--- src/rtl/e203_exu_branchslv_pipe.sv ---
// Registered branch-resolve stage: captures mispredicts and mandatory redirects into a
// one-entry pending slot, drives a flush request and counts bjp mispredicts.
module e203_exu_branchslv_pipe #(
    parameter int PC_W   = 32,
    parameter int XLEN   = 32,
    parameter int CNT_W  = 16,
    parameter int RVC_EN = 1
) (
    input  logic              clk,
    input  logic              rst,
    input  logic              cmt_i_valid,
    output logic              cmt_i_ready,
    input  logic              cmt_i_rv32,
    input  logic              cmt_i_dret,
    input  logic              cmt_i_mret,
    input  logic              cmt_i_fencei,
    input  logic              cmt_i_bjp,
    input  logic              cmt_i_bjp_prdt,
    input  logic              cmt_i_bjp_rslv,
    input  logic [PC_W-1:0]   cmt_i_pc,
    input  logic [XLEN-1:0]   cmt_i_imm,
    input  logic [PC_W-1:0]   csr_epc_r,
    input  logic [PC_W-1:0]   csr_dpc_r,
    input  logic              nonalu_excpirq_flush_req_raw,
    output logic              brchmis_flush_req,
    input  logic              brchmis_flush_ack,
    output logic [PC_W-1:0]   brchmis_flush_pc,
    output logic              cmt_mret_ena,
    output logic              cmt_dret_ena,
    output logic              cmt_fencei_ena,
    output logic [CNT_W-1:0]  brchmis_cnt
);

    typedef enum logic {IDLE, PEND} state_t;

    state_t            state_p1, state_nxt;
    logic [PC_W-1:0]   target_p1;
    logic              mret_p1, dret_p1, fencei_p1;
    logic [CNT_W-1:0]  cnt_p1;

    logic              is_branch, need_flush, capture, bjp_mis, hsk;
    logic [PC_W-1:0]   step, target_p0;

    function automatic logic [CNT_W-1:0] sat_inc(input logic [CNT_W-1:0] v);
        return (&v) ? v : v + CNT_W'(1);
    endfunction

    assign is_branch  = cmt_i_bjp | cmt_i_fencei | cmt_i_mret | cmt_i_dret;
    assign need_flush = (cmt_i_bjp & (cmt_i_bjp_prdt ^ cmt_i_bjp_rslv))
                      | cmt_i_fencei | cmt_i_mret | cmt_i_dret;
    assign capture    = (state_p1 == IDLE) & cmt_i_valid & is_branch & need_flush
                      & ~nonalu_excpirq_flush_req_raw;
    // Only a pure bjp mispredict counts; system redirects share the slot but not the counter.
    assign bjp_mis    = cmt_i_bjp & (cmt_i_bjp_prdt ^ cmt_i_bjp_rslv)
                      & ~cmt_i_fencei & ~cmt_i_mret & ~cmt_i_dret;
    assign step       = ((RVC_EN == 0) || cmt_i_rv32) ? PC_W'(4) : PC_W'(2);

    always_comb begin
        target_p0 = cmt_i_pc + cmt_i_imm[PC_W-1:0];
        if (cmt_i_dret)
            target_p0 = csr_dpc_r;
        else if (cmt_i_mret)
            target_p0 = csr_epc_r;
        else if (cmt_i_fencei || cmt_i_bjp_prdt)
            target_p0 = cmt_i_pc + step;
    end

    assign brchmis_flush_req = (state_p1 == PEND) & ~nonalu_excpirq_flush_req_raw & ~rst;
    assign hsk               = brchmis_flush_req & brchmis_flush_ack;
    assign brchmis_flush_pc  = rst ? '0 : target_p1;
    assign cmt_mret_ena      = hsk & mret_p1;
    assign cmt_dret_ena      = hsk & dret_p1;
    assign cmt_fencei_ena    = hsk & fencei_p1;
    assign brchmis_cnt       = cnt_p1;

    always_comb begin
        state_nxt   = state_p1;
        cmt_i_ready = 1'b0;
        case (state_p1)
            IDLE: begin
                cmt_i_ready = ~nonalu_excpirq_flush_req_raw | ~(is_branch & need_flush);
                if (capture) state_nxt = PEND;
            end
            PEND: begin
                if (hsk) state_nxt = IDLE;
            end
            default: state_nxt = IDLE;
        endcase
    end

    // Capture stage: slot and counter update on the accepting edge
    always_ff @(posedge clk) begin
        if (rst) begin
            state_p1  <= IDLE;
            target_p1 <= '0;
            mret_p1   <= 1'b0;
            dret_p1   <= 1'b0;
            fencei_p1 <= 1'b0;
            cnt_p1    <= '0;
        end else begin
            state_p1 <= state_nxt;
            if (capture) begin
                target_p1 <= target_p0;
                dret_p1   <= cmt_i_dret;
                mret_p1   <= cmt_i_mret & ~cmt_i_dret;
                fencei_p1 <= cmt_i_fencei & ~cmt_i_mret & ~cmt_i_dret;
                if (bjp_mis) cnt_p1 <= sat_inc(cnt_p1);
            end
        end
    end

endmodule

--- config.mk ---
export PLATFORM = sky130hd
export DESIGN_NAME = e203_exu_branchslv_pipe
export DESIGN_NICKNAME = d
export VERILOG_FILES = /design/src/rtl/e203_exu_branchslv_pipe.sv
export SDC_FILE = /design/constraint.sdc
export NUM_CORES = 1
export LEC_CHECK = 0
export CORE_ASPECT_RATIO = 0.8
export CORE_MARGIN = 2
export CORE_UTILIZATION = 40
export CTS_CLUSTER_DIAMETER = 30
export CTS_CLUSTER_SIZE = 30
export DETAILED_ROUTE_END_ITERATION = 12
export GPL_TIMING_DRIVEN = 0
export HOLD_SLACK_MARGIN = 0.02
export PLACE_DENSITY = 0.75
export SYNTH_ARGS = -nofsm -noshare
export SYNTH_HDL_FRONTEND = slang
export SYNTH_SLANG_ARGS = --single-unit
--- constraint.sdc ---
create_clock -name clk -period 11.01 [get_ports clk]
set_input_delay 2.7525 -clock clk [delete_from_list [all_inputs] [get_ports clk]]
set_output_delay 2.7525 -clock clk [all_outputs]
set_load 0.01 [all_outputs]
== Yosys cells after proc, flatten, opt, wreduce, memory -nomap -nowiden ==
Index checks and enable logic that the tools add are counted.

* Logic and storage cells: 55
* Input bits: 140
* Flip-flop bits (word level): 52
* Output and inout port bits: 53

* Bitwise operators: 34
* Reduce and logical (&&, ||, !) cells: 3
* Mux-type cells: 9
* $add $sub $neg: 3

{| class="wikitable"
|+ Operator list
! kind !! number
|-
| $mux W32 || 4
|-
| $add A32 B3 Y32 || 1
|-
| $add A32 B32 Y32 || 1
|-
| $and A1 B1 Y1 || 18
|-
| $add A16 B1 Y16 const B || 1
|-
| $reduce_and A16 Y1 || 1
|-
| $not A1 Y1 || 8
|-
| $or A1 B1 Y1 || 7
|-
| $mux W1 || 3
|-
| $mux W3 || 1
|-
| $reduce_and A3 Y1 || 1
|-
| $pmux W1 S2 || 1
|-
| $logic_or A1 B1 Y1 || 1
|-
| $xor A1 B1 Y1 || 1
|}

== Depth between registers and ports, before layout ==
* Depth after elaboration: 9
* Gate-level depth with buffers: 14
* Gate-level depth less buffers: 13

== Worst setup path after synthesis ==
Ideal clock, no wire load.

* Path kind: in2out
* Start point: input rst
* End point: output brchmis_flush_pc[15]
* Path slack: 4562 ps
* Stages: 4
* Data required time: 8257 ps
* Buffers on the path: 3
* Data arrival time: 3695 ps
* Cells stage by stage: clkbuf_1 -> clkbuf_1 -> clkbuf_1 -> nor2b_1

* Word-level cells in the longest chain between the ends: 1

{| class="wikitable"
|+ Ends and longest elaborated chain
! what !! RTL line !! text
|-
| from (decl) || 10 || <nowiki>input logic rst,</nowiki>
|-
| $mux W32 || 70 || <nowiki>assign brchmis_flush_pc = rst ? '0 : target_p1;</nowiki>
|-
| to (decl) || 27 || <nowiki>output logic [PC_W-1:0] brchmis_flush_pc,</nowiki>
|}

Every way passes these cells.

== Final worst setup path ==
* Start point: input rst
* End point: output brchmis_flush_pc[27]

The elaborated chain is that of the path after synthesis.

==> results by stage <==
Setup path:
- The biggest fanout along the worst timing path is 10.
- The source of the worst register-to-register timing path is state_p1.
- The number of cells on the worst reg-to-reg path is 6.
- At the worst endpoint, the required time is 8.26 ns.
- The category of the worst setup path capture point is an output port.
- The arrival time reported for the critical path endpoint is 5.42 ns.
- The startpoint-to-endpoint class of the critical path is in2out.
- The register-to-register setup slack is 8.54 ns.
- The worst register-to-register path ends at target_p1[9].
- The startpoint class of the critical path is an input port.

Synthesis:
- During synthesis, Yosys emitted a total of 0 warnings.
- The post-synthesis net count is 795.
- Counting distinct cell types in the post-synthesis netlist gives 63.
- The share of the Yosys chip area taken by registers is 0.223.
- The netlist area before placement is 0.00466 mm^2.
- The synthesized design contains 0 enable-type register cells.
- Synthesis produced a netlist whose cell count is 622.
- The most used flip-flop cell after synthesis is dfxtp_1.
- The post-synthesis register bit count is 52.
- The share of synthesized flip-flops with an asynchronous set or reset is 0.
- A synthesized cell averages 7.49 um^2.

CTS:
- The H-tree was split into 2 levels.
- The clock insertion delay at the later pin of the skew report is 0.30 ns.
- The number of gates resized after CTS was 0.
- The number of clock sinks seen by CTS is 52.
- The number of setup buffers added after CTS is 0.
- The maximum buffer depth of the clock tree is 2.
- The tree is rooted in a clkbuf_16.
- For this design, the CTS-stage hold fixing added 0 buffers.
- TritonCTS built the clock tree.
- Clock tree synthesis inserted a total of 5 buffers.
- The clock transition at the register clock pins on the worst setup and hold paths after CTS is 0.07 ns.

STA:
- The worst hold-check slack is 0.453 ns.
- Setup repair after global routing left no endpoint under its margin.
- The final worst clock skew is 0.00893 ns.
- The aggregate negative setup slack is 0 ns.
- The portion of the clock cycle consumed by the worst path in the final layout is 0.742.
- Timing would allow up to 122 MHz.
- The number of hold violations in the final report was 0.
- The final number of max-transition violations came to 0.
- The actual slew at the worst max-slew pin is 0.903 ns.
- Headroom to the max-slew limit came out at 0.396.
- The setup-violating endpoint count in the final report is 0.
- The final critical path time including I/O delays and setup is 8.17 ns.

Placement:
- The count of buffers from port buffering is 190.
- Counting tap cells, the placed design contains a total of 960 instances.
- The placed wire-length estimate after detailed placement is 14,400 um.
- The placed instances occupy a cell area of 0.00675 mm^2.
- The weighted congestion at the end of routability-driven global placement is 0.906.

Min path:
- The count of cells along the worst hold path is 2.
- The hold-critical path endpoint is target_p1[6].
- The worst hold path begins at target_p1[6].
- The tightest min-delay check is of the reg2reg type.

Detailed routing:
- The via count of the routed design is 5,493.
- The total wire length after detailed routing is 17,600 um.
- In the final routed layout, each cell accounts on average for 18.2 um.
- In the routed design, unresolved DRC markers number 0.
- Once detail routing completed, the nets flagged for antenna violations numbered 0.
- The initial detailed-routing violation count is 343.
- The first-pass detailed-route iteration total is 5.
- Using the TritonRoute via totals, the vias-per-cell ratio works out to 5.67.

GRT:
- The number of global-route vias before repair is 5,501.
- After global routing the overflow that remains totals 0.
- The global-route track usage on met3 is 0.0594.
- The number of antenna violations at the first check in global routing is 0.
- The met2 routing resource usage after global routing is 0.468.
- In this run the most used layer during global routing was met2.
- For met1 alone, demand over resource in global routing was 0.352.
- The maximum number of pins on one net before global-route repair is 17.
- The wire length of the first global-routing pass is 27,800 um.
- For this run, the total global-route usage over all layers was measured as 0.273.

Pwr:
- Power comes to 592 uW.
- The static leakage is 0.00270 uW.
- The total power density per cell area is 85.4 mW/mm^2.
- The maximum vdd drop is 77.1 uV.

Finish:
- The finished cells cover 0.00693 mm^2.
- Compared with the post-synthesis result, the final layout area differs by 48.6%.
- The antenna cell count is 0.
- In the final layout, the share of cells above drive strength 1 is 0.0293.
- The number of non-filler instances in the completed layout is 968.
- The number of nets in the final layout is 992.

Floorplanning:
- The die area is 0.0125 mm^2.
- The total number of placement rows is 35.
- The number of top-level pins is 193.
- The initial standard-cell utilization of the core is 0.408.
- From left edge to right edge, the die measures 125 um.
- The region available for standard cell placement spans 0.0114 mm^2.
- The die span in y is 101 um.

Status:
- The run finished with clean final reports.

Job:
- Max-cap violations in this run came to 0.
==> worst max-delay path by stage <==
| stage | to | slack [ns] | cells after the start | startpoint |
|---|---|---|---|---|
| 2_1_floorplan | brchmis_flush_pc[15] | 4.56 | 4 | rst |
| 3_3_place_gp | brchmis_flush_pc[15] | 2.87 | 6 | rst |
| 3_5_place_dp | brchmis_flush_pc[27] | 2.88 | 6 | rst |
| 4_1_cts | brchmis_flush_pc[27] | 2.88 | 6 | rst |
| 5_1_grt | brchmis_flush_pc[27] | 2.74 | 6 | rst |
| 6_report | brchmis_flush_pc[27] | 2.84 | 6 | rst |
==> sequential cells by signal (all words and copies together), names as in the netlist <==
register / count
target_p1: 32
brchmis_cnt: 16
dret_p1: 1
fencei_p1: 1
mret_p1: 1
state_p1: 1
==> kinds of logic after synthesis <==
group,after synthesis,synth area share
compound gates,190,0.283
flops,52,0.223
buf+inv,50,0.0405
mux,10,0.0217
fa+ha+maj,33,0.0902
xor+xnor,29,0.0545
simple gates,258,0.287
==> critical path, stage by stage <==
cell	delay [ns]
clkdlybuf4s50_1	0.54
clkbuf_1	0.41
clkbuf_1	0.53
clkbuf_1	0.51
nor2b_1	0.14
clkdlybuf4s50_1	0.53
==> metal layers <==
metal  wire length, um  up-vias  part of all wire
met2              7950      251              0.45
met3              1470       22             0.083
met1              7870     2554              0.45
li1                  -     2666                 -
met5                 0        -                 0
met4               323        0             0.018
==> synthesized netlist by cell type, drive strengths merged (12+ instances only) <==
cell / count / area (um^2)
nand2: 68 / 255
a21oi: 53 / 265
dfxtp: 52 / 1040
nor2: 38 / 143
nor2b: 36 / 225
and2: 35 / 221
ha: 32 / 400
clkbuf: 30 / 113
o21ai: 26 / 145
o211ai: 25 / 188
xor2: 18 / 158
inv: 17 / 63.8
a21o: 16 / 120
nor3: 16 / 80.1
and3: 14 / 87.6
nand3: 12 / 60.1
or3: 12 / 80.1
==> cell type report <==
type	instances	area [um^2]
clock inverters	2	38.8
multi-input cells	520	3430
inverters	17	63.8
plain buffers	33	125
fillers	1032	4500
repair buffers	190	1900
clock buffers	6	139
flip-flops and latches	52	1040
well taps	148	185
==> power by group <==
group | internal [uW] | total (uW) | leakage, uW | switching, uW
Combinational | 101 | 200 | 0.00219 | 99.3
Clock | 114 | 191 | 0.0000871 | 76.6
Sequential | 197 | 201 | 0.000424 | 3.67
==> metrics by stage <==
step / worst slack [ns] / utilization
floorplan: 4.56 / -
global placement: 2.87 / 0.590
detailed placement: 2.88 / 0.590
CTS: 2.88 / 0.606
global route: 2.74 / 0.606
finish: 2.84 / 0.606
==> cell usage in the layout (no fill, tap or decap), drive strengths merged, types with 10 or more instances in the layout <==
| cell type | count |
|---|---|
| clkdlybuf4s50 | 190 |
| nand2 | 68 |
| a21oi | 53 |
| dfxtp | 52 |
| nor2 | 38 |
| nor2b | 36 |
| clkbuf | 36 |
| and2 | 35 |
| ha | 32 |
| o21ai | 26 |
| o211ai | 25 |
| xor2 | 18 |
| inv | 17 |
| a21o | 16 |
| nor3 | 16 |
| and3 | 14 |
| nand3 | 12 |
| or3 | 12 |
| xnor2 | 11 |
| a211oi | 11 |
| nand4 | 10 |
Power figures use the tool's default switching activity.
